[config.mk]
export PLATFORM = sky130hd
export DESIGN_NAME = uart_tx_arbiter
export DESIGN_NICKNAME = d
export VERILOG_FILES = /design/src/rtl/uart_pkg.sv /design/src/rtl/uart_tx_serializer.sv /design/src/rtl/uart_tx_arbiter.sv
export SDC_FILE = /design/constraint.sdc
export NUM_CORES = 1
export LEC_CHECK = 0
export CORE_ASPECT_RATIO = 1.5
export CORE_UTILIZATION = 60
export CTS_CLUSTER_SIZE = 20
export DETAILED_ROUTE_END_ITERATION = 16
export GPL_TIMING_DRIVEN = 0
export PLACE_DENSITY = 0.84
export SLEW_MARGIN = 20
export SYNTH_ARGS = -nofsm -noshare
export SYNTH_HDL_FRONTEND = slang
export SYNTH_SLANG_ARGS = --single-unit
[constraint.sdc]
create_clock -name CLK -period 4.1 [get_ports CLK]
set_input_delay 0.41 -clock CLK [delete_from_list [all_inputs] [get_ports CLK]]
set_output_delay 0.41 -clock CLK [all_outputs]
set_load 0.005 [all_outputs]
[src/rtl/uart_pkg.sv]
// Shared types and constants for the 8N1 transmit path and its two-port arbiter.
package uart_pkg;

  localparam int   FRAME_BITS = 10;
  localparam logic START_BIT  = 1'b0;
  localparam logic STOP_BIT   = 1'b1;

  typedef enum logic [1:0] {SER_IDLE, SER_START, SER_DATA, SER_STOP} ser_state_t;
  typedef enum logic       {ARB_FREE, ARB_HELD} arb_state_t;

  function automatic int clks_per_bit(input int freq, input int baud);
    return freq / baud;
  endfunction

endpackage

[src/rtl/uart_tx_serializer.sv]
// 8N1 serializer: one byte per load, registered line output, ready in the last stop-bit cycle
// so a following byte can start with no idle gap.
module uart_tx_serializer
  import uart_pkg::*;
#(
  parameter int CPB = 217
) (
  input  logic       CLK,
  input  logic       RST,
  input  logic       load,
  input  logic [7:0] data,
  output logic       ready,
  output logic       busy,
  output logic       tx
);

  localparam int            CW       = (CPB > 1) ? $clog2(CPB) : 1;
  localparam logic [CW-1:0] CNT_LAST = CW'(CPB - 1);
  localparam logic [2:0]    IDX_LAST = 3'(FRAME_BITS - 3);

  ser_state_t    state;
  logic [CW-1:0] cnt;
  logic [2:0]    idx;
  logic [7:0]    shreg;

  assign ready = (state == SER_IDLE) || ((state == SER_STOP) && (cnt == CNT_LAST));
  assign busy  = (state != SER_IDLE);

  always_ff @(posedge CLK) begin
    if (RST) begin
      state <= SER_IDLE;
      cnt   <= '0;
      idx   <= '0;
      shreg <= '0;
      tx    <= STOP_BIT;
    end else begin
      case (state)
        SER_IDLE: begin
          if (load) begin
            state <= SER_START;
            cnt   <= '0;
            shreg <= data;
            tx    <= START_BIT;
          end
        end
        SER_START: begin
          if (cnt == CNT_LAST) begin
            state <= SER_DATA;
            cnt   <= '0;
            idx   <= '0;
            tx    <= shreg[0];
          end else begin
            cnt <= cnt + 1'b1;
          end
        end
        SER_DATA: begin
          if (cnt == CNT_LAST) begin
            cnt <= '0;
            if (idx == IDX_LAST) begin
              state <= SER_STOP;
              tx    <= STOP_BIT;
            end else begin
              // shreg[0] is on the line; shift so the next bit lands there
              idx   <= idx + 1'b1;
              shreg <= {1'b0, shreg[7:1]};
              tx    <= shreg[1];
            end
          end else begin
            cnt <= cnt + 1'b1;
          end
        end
        SER_STOP: begin
          if (cnt == CNT_LAST) begin
            cnt <= '0;
            if (load) begin
              state <= SER_START;
              shreg <= data;
              tx    <= START_BIT;
            end else begin
              state <= SER_IDLE;
            end
          end else begin
            cnt <= cnt + 1'b1;
          end
        end
        default: state <= SER_IDLE;
      endcase
    end
  end

endmodule

[src/rtl/uart_tx_arbiter.sv]
// Two-requester arbiter for one UART TX line: round-robin grant, ownership held per message
// until EOM_BYTE is sent or the owner goes idle for MAX_IDLE cycles.
module uart_tx_arbiter
  import uart_pkg::*;
#(
  parameter int         CLK_FREQ_HZ = 25_000_000,
  parameter int         BAUD        = 115_200,
  parameter logic [7:0] EOM_BYTE    = 8'h0A,
  parameter int         MAX_IDLE    = 4096
) (
  input  logic       CLK,
  input  logic       RST,
  input  logic       req0_valid,
  input  logic [7:0] req0_data,
  output logic       req0_ready,
  input  logic       req1_valid,
  input  logic [7:0] req1_data,
  output logic       req1_ready,
  output logic       tx_line,
  output logic [1:0] owner,
  output logic       busy
);

  localparam int            CPB       = clks_per_bit(CLK_FREQ_HZ, BAUD);
  localparam int            IW        = $clog2(MAX_IDLE + 1);
  localparam logic [IW-1:0] IDLE_LAST = IW'(MAX_IDLE - 1);

  arb_state_t    arb_state;
  logic          last_winner;
  logic [IW-1:0] idle_cnt;
  logic          ser_ready;
  logic          win;
  logic          acc0, acc1, accept, acc_eom, owner_valid;
  logic [7:0]    acc_data;

  // both valid: the one after last_winner; otherwise the lone valid one
  always_comb begin
    win = req1_valid;
    if (req0_valid && req1_valid) win = ~last_winner;
  end

  always_comb begin
    req0_ready = 1'b0;
    req1_ready = 1'b0;
    if (arb_state == ARB_FREE) begin
      if (req0_valid || req1_valid) begin
        req0_ready = ser_ready & ~win;
        req1_ready = ser_ready &  win;
      end
    end else begin
      req0_ready = ser_ready & owner[0];
      req1_ready = ser_ready & owner[1];
    end
  end

  assign acc0        = req0_valid & req0_ready;
  assign acc1        = req1_valid & req1_ready;
  assign accept      = acc0 | acc1;
  assign acc_data    = acc1 ? req1_data : req0_data;
  assign acc_eom     = accept && (acc_data == EOM_BYTE);
  assign owner_valid = (owner[0] & req0_valid) | (owner[1] & req1_valid);

  always_ff @(posedge CLK) begin
    if (RST) begin
      arb_state   <= ARB_FREE;
      owner       <= 2'b00;
      last_winner <= 1'b1;
      idle_cnt    <= '0;
    end else begin
      case (arb_state)
        ARB_FREE: begin
          idle_cnt <= '0;
          if (accept) begin
            last_winner <= acc1;
            // a lone EOM is a complete message: send it without taking ownership
            if (!acc_eom) begin
              arb_state <= ARB_HELD;
              owner     <= acc1 ? 2'b10 : 2'b01;
            end
          end
        end
        ARB_HELD: begin
          if (acc_eom) begin
            arb_state <= ARB_FREE;
            owner     <= 2'b00;
            idle_cnt  <= '0;
          end else if (!owner_valid && ser_ready) begin
            if (idle_cnt == IDLE_LAST) begin
              arb_state <= ARB_FREE;
              owner     <= 2'b00;
              idle_cnt  <= '0;
            end else begin
              idle_cnt <= idle_cnt + 1'b1;
            end
          end else begin
            idle_cnt <= '0;
          end
        end
        default: begin
          arb_state <= ARB_FREE;
          owner     <= 2'b00;
        end
      endcase
    end
  end

  uart_tx_serializer #(.CPB(CPB)) u_ser (
    .CLK   (CLK),
    .RST   (RST),
    .load  (accept),
    .data  (acc_data),
    .ready (ser_ready),
    .busy  (busy),
    .tx    (tx_line)
  );

endmodule

==> metrics.txt <==
RSZ-0062 raised after global routing=no; fin area=0.00272 sq mm; reg2reg path depth=8; power density over the cells=583 mW/mm^2; H-tree levels=2; post-synthesis register bit count=39; R2R Path Start=u_ser.state[0]; worst skew pair latency=0.29 ns; switching power=0.614 mW; initial antenna violation count=0; core area=0.00368 sq mm; FF-to-FF setup slack=1.82 ns; Max VDD drop=0.403 mV; Cells after Synth=275; Clock Pin Slew Worst Setup and Hold Paths=0.07 ns; total CTS buffers=5; DR iter-0 viols=79; die area=0.00409 sq mm; CTS tree=built; worst slew pin tran=0.548 ns; Root Driver=clkbuf_8; RD Place Congestion=0.771; sw frac=38.8%; CP required=3.69 ns; Layout Skew=0.00823 ns; reg2reg end=u_ser.shreg[7]; hold-fix buffers at CTS=0; Seq/Total Area, Yosys=34.0%; min cycle time layout=2.62 ns; Fin Setup TNS=0 ns; syn nets=305; Post-synth ARST share=0%; Site Rows=27; Flop pwr share=32.8%; Fmax=0.381 GHz; crit path capture type=output pin; Setup Viol. Count Final=0; Slew Limit Fails=0; Syn Area/Cell=8.35 sq um; Via-to-Cell Ratio=5.99; hold path start=idle_cnt[0]; Synth Flop Type=dfxtp_1; Yosys warning count=0; Worst setup SP type=register; power share of the clock group=21.0%; first-pass GRT wire length=8.79 mm; max-slew headroom at the worst pin=63.4%; Layout area overhead=18.4%; routed len/inst=14.8 um; Worst Path Max Fanout=10; Synth cell types=54; number of synthesized flops with an enable pin=0; max cap viols=0; final net count=337; setup bufs post-CTS=0; Int Pwr=0.971 mW; Hold Path Depth=1; remaining antenna violation count=0; most frequent cells in the layout=39 x dfxtp_1, 33 x nand2_1, 30 x nor2_1; Hold Fails Final Rpt=0; IO Count=26; status=finished, final reports clean; grt total ovfl=0; Post-Route WL=5.19 mm; combinational share of power=46.2%; kind of critical path=reg -> out; share of cells above drive strength 1=9.74%; Post-DP Area=0.00260 sq mm; Total Routing Usage GR=27.9%; Syn Std Cell Area=0.00230 sq mm; post-cts sizing count=0; most common cell after layout, fill and taps aside=dfxtp_1; Horiz. Die Dim=52.5 um; # clock sinks=39; Data arrival, critical path=2.21 ns; min-delay worst type=reg -> reg; Starting Density=62.4%; DRT Pass-1 Iters=4; final worst-path cycle share=64.0%; Max clock buf depth=2; Ant. Diodes=0; vias in the first global route=2038; Hold Path Sink=idle_cnt[0]; largest net degree at the start of global routing=13; vias after detailed routing=2104; HPWL after DPL=3.80 mm; DRC=0; port buffer count=25; die height=77.8 um; leakage=0.969 nW
[power groups by stage]
stage	Combinational, mW	Sequential, mW	Clock, mW
floorplan	0.525	0.509	0
global placement	0.704	0.521	0
detailed placement	0.717	0.526	0
CTS	0.732	0.519	0.336
global route	0.806	0.531	0.349
finish	0.733	0.519	0.333
[worst max-delay path by stage]
stage,startpoint,slack (ns),depth (start not counted),to
floorplan,req0_data[6],2.08,6,idle_cnt[10]
global route,u_ser.state[1],1.36,6,req1_ready
CTS,u_ser.state[1],1.48,6,req1_ready
detailed placement,req0_data[0],1.50,7,idle_cnt[4]
global placement,req0_data[0],1.51,7,idle_cnt[4]
finish,u_ser.state[1],1.48,6,req0_ready
[Yosys cell counts, types with 2 or more instances]
cell	instances	share of area [%]
and2_1	4	1.1
nor3b_1	2	0.65
o32ai_1	2	0.76
nand3b_1	4	1.3
xor2_1	5	1.9
a22oi_1	3	0.98
nor2b_1	2	0.54
nand3_1	9	2.0
and3_1	5	1.4
o21ai_1	7	1.5
o21a_1	4	1.3
inv_1	9	1.5
clkbuf_1	6	0.98
a22o_1	7	2.7
buf_2	2	0.44
a311oi_1	4	1.5
nand4_1	4	1.1
nor3_1	3	0.65
nor2_1	30	4.9
nand2_1	33	5.4
mux2i_1	8	3.5
nor4_1	2	0.54
xnor2_1	5	1.9
dfxtp_1	39	34
o21ai_0	11	2.4
a21oi_1	12	2.6
or3_1	2	0.54
nor2_2	10	2.7
ha_1	10	5.4
nand2b_1	5	1.4
a32o_1	2	0.87
nor4b_1	2	0.76
[per-layer routing]
| layer | GRT usage [%] | up-vias | wire length [um] |
|---|---|---|---|
| li1 | - | 1049 | - |
| met1 | 33.2 | 998 | 2280 |
| met2 | 47.5 | 44 | 2600 |
| met3 | 4.90 | 13 | 166 |
| met4 | 11.6 | 0 | 148 |
| met5 | 0 | - | 0 |
[sequential cells by signal, summed over array words and instances (netlist names)]
| signal | count |
|---|---|
| u_ser.tx | 1 |
| u_ser.shreg | 8 |
| u_ser.state | 2 |
| idle_cnt | 13 |
| u_ser.idx | 3 |
| u_ser.cnt | 8 |
| last_winner | 1 |
| arb_state | 1 |
| owner | 2 |
[per-stage QoR]
| stage | cells | setup WS, ns | power, mW | hold slack (ns) | util [%] |
|---|---|---|---|---|---|
| floorplan | 275 | 2.08 | 1.03 | 0.423 | - |
| global placement | 343 | 1.51 | 1.23 | 0.435 | 70.6 |
| detailed placement | 343 | 1.50 | 1.24 | 0.446 | 70.6 |
| CTS | 351 | 1.48 | 1.59 | 0.463 | 73.8 |
| global route | 351 | 1.36 | 1.68 | 0.477 | 73.8 |
| finish | 351 | 1.48 | 1.59 | 0.462 | 73.8 |
[critical path, cell delays in order (launching register included)]
cell and delay, ns:
dfxtp_1 0.37, inv_1 0.13, ha_1 0.36, inv_1 0.17
o21a_2 0.24, nor2_1 0.15, clkdlybuf4s50_1 0.52
[logic make-up (layout without fill, tap and decap cells)]
family	count (synthesis)	in the layout	synth area share, %
adders and majority gates	10	10	5.45
AOI/OAI and AO/OA	64	64	21.1
muxes	9	9	3.98
and+or+nand+nor	124	124	28.0
buffers and inverters	19	52	3.70
DFF	39	39	34.0
xor gates and xnor gates	10	10	3.81
[cell type report]
cell class              count  area [sq um]
plain buffers              10          51.3
clock buffers               6          82.6
clock inverters             2          35.0
fillers                   310           963
inverters                   9          33.8
multi-input cells         217          1430
flip-flops and latches     39           781
well taps                  43          53.8
repair buffers             25           250
Power figures use the tool's default switching activity.
